## src/rtl/mk_design_gen.sv

```systemverilog
// Iterative shift-add multiplier (unsigned or signed) feeding a DEPTH-entry result FIFO.
// Define MK_DESIGN_GEN_EARLY_EXIT_EN to end BUSY once the remaining multiplier bits are zero.
module mk_design_gen #(
    parameter int unsigned W      = 8,
    parameter int unsigned DEPTH  = 2,
    parameter int unsigned SIGNED = 0
) (
    input  logic         CLK,
    input  logic         RST,
    input  logic [W-1:0] start_a,
    input  logic [W-1:0] start_b,
    input  logic         EN_start,
    output logic         RDY_start,
    output logic [W-1:0] resresult_,
    output logic         RDY_result,
    input  logic         EN_check,
    output logic [W-1:0] chresult_,
    output logic         RDY_check
);

    localparam int unsigned CNTW = $clog2(W + 1);
    localparam int unsigned PW   = (DEPTH > 1) ? $clog2(DEPTH) : 1;
    localparam int unsigned CW   = $clog2(DEPTH + 1);
    localparam logic [2*W-1:0] One2 = {{(2*W-1){1'b0}}, 1'b1};

    typedef enum logic [1:0] {StIdle, StBusy, StDone} state_e;

    state_e            state;
    logic [2*W-1:0]    mcand;
    logic [2*W-1:0]    acc;
    logic [2*W-1:0]    prod;
    logic [W-1:0]      mplier;
    logic [W-1:0]      a_mag;
    logic [W-1:0]      b_mag;
    logic [CNTW-1:0]   iter;
    logic              neg;
    logic              sign_in;
    logic              last;
    logic              can_accept;
    logic              accept;
    logic              push;
    logic              pop;
    logic [PW-1:0]     rd_ptr;
    logic [PW-1:0]     wr_ptr;
    logic [CW-1:0]     count;
    logic [2*W-1:0]    mem [DEPTH];
    logic [2*W-1:0]    head;

    function automatic logic [PW-1:0] ptr_inc(input logic [PW-1:0] p);
        return (p == PW'(DEPTH - 1)) ? '0 : p + PW'(1);
    endfunction

    // Signed mode multiplies magnitudes; the most-negative value maps to 2^(W-1) unsigned.
    always_comb begin
        a_mag   = start_a;
        b_mag   = start_b;
        sign_in = 1'b0;
        if (SIGNED != 0) begin
            if (start_a[W-1]) a_mag = ~start_a + W'(1);
            if (start_b[W-1]) b_mag = ~start_b + W'(1);
            sign_in = start_a[W-1] ^ start_b[W-1];
        end
    end

    always_comb begin
`ifdef MK_DESIGN_GEN_EARLY_EXIT_EN
        last = (iter == CNTW'(1)) || ((mplier >> 1) == '0);
`else
        last = (iter == CNTW'(1));
`endif
    end

    // The FIFO slot is reserved at accept time, so a DONE write always has room.
    assign can_accept = (state == StIdle) && (count < CW'(DEPTH));
    assign accept     = can_accept && EN_start;
    assign push       = (state == StDone);
    assign pop        = EN_check && (count != '0);
    assign prod       = neg ? (~acc + One2) : acc;

    always_ff @(posedge CLK) begin
        if (RST) begin
            state  <= StIdle;
            mcand  <= '0;
            mplier <= '0;
            acc    <= '0;
            iter   <= '0;
            neg    <= 1'b0;
        end else begin
            case (state)
                StIdle: begin
                    if (accept) begin
                        mcand  <= {{W{1'b0}}, a_mag};
                        mplier <= b_mag;
                        acc    <= '0;
                        iter   <= CNTW'(W);
                        neg    <= sign_in;
                        state  <= StBusy;
                    end
                end
                StBusy: begin
                    if (mplier[0]) acc <= acc + mcand;
                    mcand  <= mcand << 1;
                    mplier <= mplier >> 1;
                    iter   <= iter - CNTW'(1);
                    if (last) state <= StDone;
                end
                StDone:  state <= StIdle;
                default: state <= StIdle;
            endcase
        end
    end

    always_ff @(posedge CLK) begin
        if (RST) begin
            rd_ptr <= '0;
            wr_ptr <= '0;
            count  <= '0;
        end else begin
            if (push) begin
                mem[wr_ptr] <= prod;
                wr_ptr      <= ptr_inc(wr_ptr);
            end
            if (pop) rd_ptr <= ptr_inc(rd_ptr);
            if (push && !pop) begin
                count <= count + CW'(1);
            end else if (!push && pop) begin
                count <= count - CW'(1);
            end
        end
    end

    assign head       = mem[rd_ptr];
    assign RDY_start  = can_accept;
    assign RDY_result = (count != '0);
    assign RDY_check  = RDY_result;
    assign resresult_ = RDY_result ? head[W-1:0]   : '0;
    assign chresult_  = RDY_result ? head[2*W-1:W] : '0;

endmodule

```

## config.mk

```make
export PLATFORM = sky130hd
export DESIGN_NAME = mk_design_gen
export DESIGN_NICKNAME = d
export VERILOG_FILES = /design/src/rtl/mk_design_gen.sv
export SDC_FILE = /design/constraint.sdc
export NUM_CORES = 1
export LEC_CHECK = 0
export CAP_MARGIN = 25
export CORE_AREA = 2 2 86 88
export CTS_BUF_LIST = sky130_fd_sc_hd__clkbuf_4
export CTS_CLUSTER_DIAMETER = 200
export DETAILED_ROUTE_END_ITERATION = 6
export DIE_AREA = 0 0 88 90
export HOLD_SLACK_MARGIN = 0.06
export PLACE_DENSITY = 0.9
export REMOVE_ABC_BUFFERS = 1
export SYNTH_ARGS = -nofsm -noshare
export SYNTH_HDL_FRONTEND = slang
export SYNTH_SLANG_ARGS = --single-unit
```

## constraint.sdc

```tcl
create_clock -name CLK -period 3.4 [get_ports CLK]
set_input_delay 0.68 -clock CLK [delete_from_list [all_inputs] [get_ports CLK]]
set_output_delay 0.68 -clock CLK [all_outputs]
set_load 0.01 [all_outputs]
```

# After elaboration in Yosys (flattened, before gate mapping)
# Memory sizes are Yosys's and may differ from the RTL's. A register that Yosys moved wholly into a read port is not among the register bits.
# Cells that the tools add are included.
[word_totals]
out_inout_bits = 19
memories = 1
ram_bits = 32
elab_cells = 59
reg_bits = 50
[op_classes]
eq_ne = 6
n_lt_le_gt_ge = 1
add_sub_neg = 6
n_mux = 23
reduce_logical = 14
[mem_list]
columns = ["memory", "depth", "width", "rd", "rd_clocked_by_memory_dff", "write_ports", "line_no", "source"]
rows = [
  ["mem", 2, 16, 1, 1, 1, "46", "logic [2*W-1:0] mem [DEPTH];"],
]
[ops]
columns = ["operator", "count"]
rows = [
  ["$pmux W16 S2", 2],
  ["$mux W16", 3],
  ["$mux W8", 3],
  ["$add A16 B16 Y16", 1],
  ["$pmux W8 S2", 1],
  ["$mux W2", 4],
  ["$pmux W4 S2", 1],
  ["$mux W1", 7],
  ["$ne A2 B2 Y1 const B", 3],
  ["$reduce_bool A2 Y1", 3],
  ["$logic_and A1 B1 Y1", 5],
  ["$eq A4 B1 Y1 const B", 1],
  ["$mux W4", 1],
  ["$pmux W2 S2", 1],
  ["$reduce_and A2 Y1", 2],
  ["$sub A4 B1 Y4 const B", 1],
  ["$reduce_and A3 Y1", 1],
  ["$add A1 B1 Y1 const B", 2],
  ["$add A2 B1 Y2 const B", 1],
  ["$eq A2 B1 Y1 const B", 1],
  ["$eq A2 B2 Y1 const B", 1],
  ["$logic_not A1 Y1", 2],
  ["$logic_not A2 Y1", 1],
  ["$lt A2 B2 Y1 const B", 1],
  ["$sub A2 B1 Y2 const B", 1],
]

# Longest topological paths before layout
[depth]
depth_word = 5
depth_mapped = 9
depth_no_buf = 9

# Worst setup path before layout
# Ideal clock, no wire load.
[synth_timing]
path_kind = "input -> register"
start = "input port RST"
end = "memory mem[0][0] in the netlist's numbering (enable)"
setup_slack_ns = 0.720
t_arrival_ns = 2.267
cell_stages = 3
n_path_buf = 2
setup_ns = 0.413
path_cell_list = "clkbuf_8 clkbuf_1 nor3b_1"
[synth_via]
elab_chain_cells = 2
[synth_lines]
columns = ["element", "line_no", "source"]
rows = [
  ["start, declared", "9", "input logic RST,"],
  ["$mux W1", "114", "if (RST) begin"],
  ["$mux W1 (not written as such)", "120", "mem[wr_ptr] <= prod;"],
  ["end, declared", "46", ""],
]
# Every way passes these cells.

# Worst setup path in the final report
[layout_timing]
start = "register state[0]"
end = "output port RDY_start"
[layout_via]
elab_chain_cells = 2
[layout_lines]
columns = ["element", "line_no", "source"]
rows = [
  ["start, declared", "28", "state_e state;"],
  ["start signal, assigned", "82", "state <= StIdle;"],
  ["start signal, assigned", "97", "state <= StBusy;"],
  ["start signal, assigned", "105", "if (last) state <= StDone;"],
  ["$logic_not A2 Y1", "74", "assign can_accept = (state == StIdle) && (count < CW'(DEPTH));"],
  ["$logic_and A1 B1 Y1", "74", ""],
  ["end, declared", "13", "output logic RDY_start,"],
]
# Every way passes these cells.

==> metrics.md <==
| Metric | Value |
|---|---|
| Clock skew | 0.0148 ns |
| Starting density of the core | 0.570 |
| Multiplexer fraction of the synthesized cell area | 0.0488 |
| Fill count | 555 |
| Post-synth EDFFs | 32 |
| CTS Hold Buffers Added | 0 |
| Nets@finish | 476 |
| Overall routed net length | 7800 µm |
| HPWL after DPL | 5640 µm |
| Worst reg2reg endpoint | acc[10] |
| Setup slack after placement | 0.758 ns |
| Share of synthesized flip-flops with an asynchronous set or reset | 0 |
| Status | complete, no violations |
| Complex-gate fraction of the synthesized area | 0.145 |
| Number of gates resized after cts | 0 |
| Slew HR | 0.517 |
| Final setup TNS | 0 ns |
| Total of endpoints with negative setup slack in the final report | 0 |
| Register area | 1980 µm² |
| Grt ovf | 0 |
| Maximum root-to-sink buffer count | 2 |
| Worst skew pair latency | 0.42 ns |
| First-pass GRT wire length | 12700 µm |
| Total of buffers placed on input and output ports | 38 |
| CTS Sinks | 83 |
| Final critical delay including setup and external delays | 2.70 ns |
| Xor-xnor portion of the synthesized cell area | 0.0372 |
| Unrepaired setup endpoints after global routing | false |
| Max-capacitance violation count | 0 |
| Max-slew violation count | 0 |
| Crit path buffers/inverters | 1 |
| Worst-case reg-to-reg path depth | 9 |
| Fraction of the yosys area taken by sequential cells | 0.495 |
| DIE AREA | 7920 µm² |
| Worst VDD drop | 0.273 mV |
| Drc violations | 0 |
| TritonCTS Buffers | 9 |
| Dominant combinational cell family by area after synthesis | simple AND/OR/NAND/NOR gates |
| Number of different library cells in the post-synthesis netlist | 55 |
| Via count of the first global-routing pass | 2812 |
| Yosys warning count | 0 |
| Highest attainable clock frequency | 370 MHz |
| Boundary Pins | 39 |
| Placement row count | 31 |
| Gate family responsible for the most delay along the worst path | buffers and inverters |
| Maximum cell stage delay along the critical path | 0.65 ns |
| WHS Path Cells | 2 |
| Endpoint required time on the critical path | 2.72 ns |
| CP Class | reg -> out |
| Synth Area in Adders | 0.0613 |
| Syn Area/Cell | 9.81 µm² |
| Layout-stage area growth over the synthesis result | 14.9% |
| Initial drt markers | 139 |
| Maximum number of pins on one net before global-route repair | 39 |
| DRT antenna net count | 0 |
| Endpoint type of the worst setup path | output pin |
| Data arrival time of the critical path | 2.02 ns |
| Diode count | 0 |
| Leakage power figure | 1.65 nW |
| Root cell of the clock tree | clkbuf_4 |
| Placeable Area | 7020 µm² |
| Endpoints failing hold | 0 |
| Slew at the pin with the worst max-slew slack | 0.724 ns |
| H-tree levels | 3 |
| Critical-path maximum fanout | 17 |
| Ratio of cells with drive above 1 in the final layout | 0.0814 |
| Clock tree from TritonCTS | done |
| Horizontal die dimension | 88 µm |
| Clock edge transition at the registers on the reported setup and hold paths | 0.12 ns |
| Critical Path Slowest Stage Cell | clkdlybuf4s50_1 |
| Fraction of the mapped netlist area in simple logic gates | 0.169 |
| Number of iterations in the first detailed-routing pass | 4 |
| Hold path startpoint | acc[14] |
| Min setup slack post-route | 0.698 ns |
| Via-per-instance ratio | 5.62 |
| Netlist area before placement | 4000 µm² |
| Postcts setup bufs | 0 |
| Mapped Cells | 408 |
| Portion of the clock cycle consumed by the worst path in the final layout | 0.795 |
| Vertical die dimension | 90 µm |
| Global-route usage over all layers | 0.202 |
| Antenna violations before repair | 0 |
| Worst hold path type | reg -> reg |
| Synthesized flop and latch total | 83 |
| Routed length per placed instance | 14.4 µm |
| Via count | 3042 |
| Power density over the cells | 536 nW/µm² |
| Multi-input gate area | 1850 µm² |
| Startpoint kind of the worst setup timing path | flop |
| Endpoint with the worst hold slack | acc[14] |
| Sequence of cells on the critical path | nor3_4, clkdlybuf4s50_1 |
| Synth Flop Type | dfxtp_1 |
| Final estimated routing congestion in global placement | 0.901 |
| Final core utilization | 0.655 |
| FF-to-FF Start | acc[0] |
| Flop-to-flop setup slack | 1.11 ns |
-- tightest hold or removal path, stage by stage, from the launching register on --
cell	delay [ns]
dfxtp_1	0.36
nand2_1	0.06
o21ai_1	0.05
-- power breakdown --
part	internal (mW)	leakage, nW	switching [mW]
clock network	0.308	0.0830	0.332
registers	1.09	0.702	0.0607
logic	0.308	0.865	0.367
-- layer usage --
metal / wire length [µm] / vias to the layer above / track usage
met3: 396 / 16 / 0.0386
li1: - / 1516 / -
met2: 3690 / 92 / 0.329
met4: 153 / 0 / 0.0744
met5: 0 / - / 0
met1: 3570 / 1418 / 0.264
-- layout make-up --
type	count	share of cell area
Clock buffer	10	0.0163
Clock inverter	6	0.0193
Inverter	6	0.00490
Multi-Input combinational cell	291	0.403
Sequential cell	83	0.431
Tap cell	99	0.0269
Timing Repair Buffer	46	0.0985
-- stage by stage --
stage / hold slack (ns) / cell area, µm² / instances / power, mW
2_1_floorplan: 0.443 / 3850 / 380 / 1.55
3_3_place_gp: 0.469 / 4430 / 524 / 1.81
3_5_place_dp: 0.482 / 4430 / 524 / 1.83
4_1_cts: 0.496 / 4590 / 540 / 2.47
5_1_grt: 0.524 / 4600 / 541 / 2.58
6_report: 0.498 / 4600 / 541 / 2.47
-- cells in the final DEF (no fill, tap or decap), drive strengths merged, types with 2 or more instances in the layout --
cell type and count:
o21a 5, a21o 2, dfxtp 51, a32oi 3
a21oi 29, nor3 8, mux2i 18, clkbuf 10
inv 7, o31ai 2, nand4 4, or3 2
bufinv 2, nand2b 3, nor2 55, ha 18
a311oi 14, buf 8, o21ai 16, clkinvlp 2
nor2b 2, xnor2 9, edfxtp 32, nand3 23
o211ai 3, xor2 8, nand2 49, clkdlybuf4s50 38
-- sequential cells by signal, summed over array words and instances, names as in the netlist, named ones only --
name,cells
acc,16
wr_ptr,1
mcand,16
state,2
mplier,8
count,2
rd_ptr,1
mem,32
iter,4
-- cell usage after synthesis, types with 2 or more instances --
master / instances / share of area
nor2_1: 55 / 0.052
dfxtp_1: 51 / 0.26
nand2_1: 48 / 0.045
edfxtp_1: 32 / 0.24
a21oi_1: 27 / 0.034
nand3_1: 23 / 0.029
ha_1: 18 / 0.056
mux2i_1: 18 / 0.045
a311oi_1: 14 / 0.031
o21ai_1: 13 / 0.016
clkbuf_1: 11 / 0.010
buf_2: 10 / 0.013
xnor2_1: 9 / 0.020
xor2_1: 8 / 0.018
inv_1: 6 / 0.0056
nor3_1: 5 / 0.0063
buf_4: 4 / 0.0075
nand4_1: 4 / 0.0063
o21a_1: 4 / 0.0075
a32oi_1: 3 / 0.0066
nand2b_1: 3 / 0.0047
o21ai_0: 3 / 0.0038
a21o_1: 2 / 0.0038
a21oi_2: 2 / 0.0044
nor2b_1: 2 / 0.0031
nor3_2: 2 / 0.0050
o211ai_1: 2 / 0.0038
or3_1: 2 / 0.0031
-- kinds of logic (layout without fill, tap and decap cells) --
logic type	Yosys count	after routing
multiplexers	19	19
AO/OA/AOI/OAI	85	85
AND/OR/NAND/NOR	151	151
adder cells (fa/ha/maj)	19	19
XOR/XNOR	17	17
flip-flops	83	83
buffers and inverters	34	68
-- how the worst max path moves through the flow --
stage	start	end	slack (ns)	cells after the start
2_1_floorplan	state[1]	mem[0][0]	1.07	2
3_3_place_gp	RST	mem[1][13]	0.87	2
3_5_place_dp	count[1]	RDY_result	0.76	3
4_1_cts	count[1]	RDY_result	0.30	3
5_1_grt	state[0]	RDY_start	0.60	2
6_report	state[0]	RDY_start	0.70	2
No activity file was read; power rests on OpenSTA's default activity.
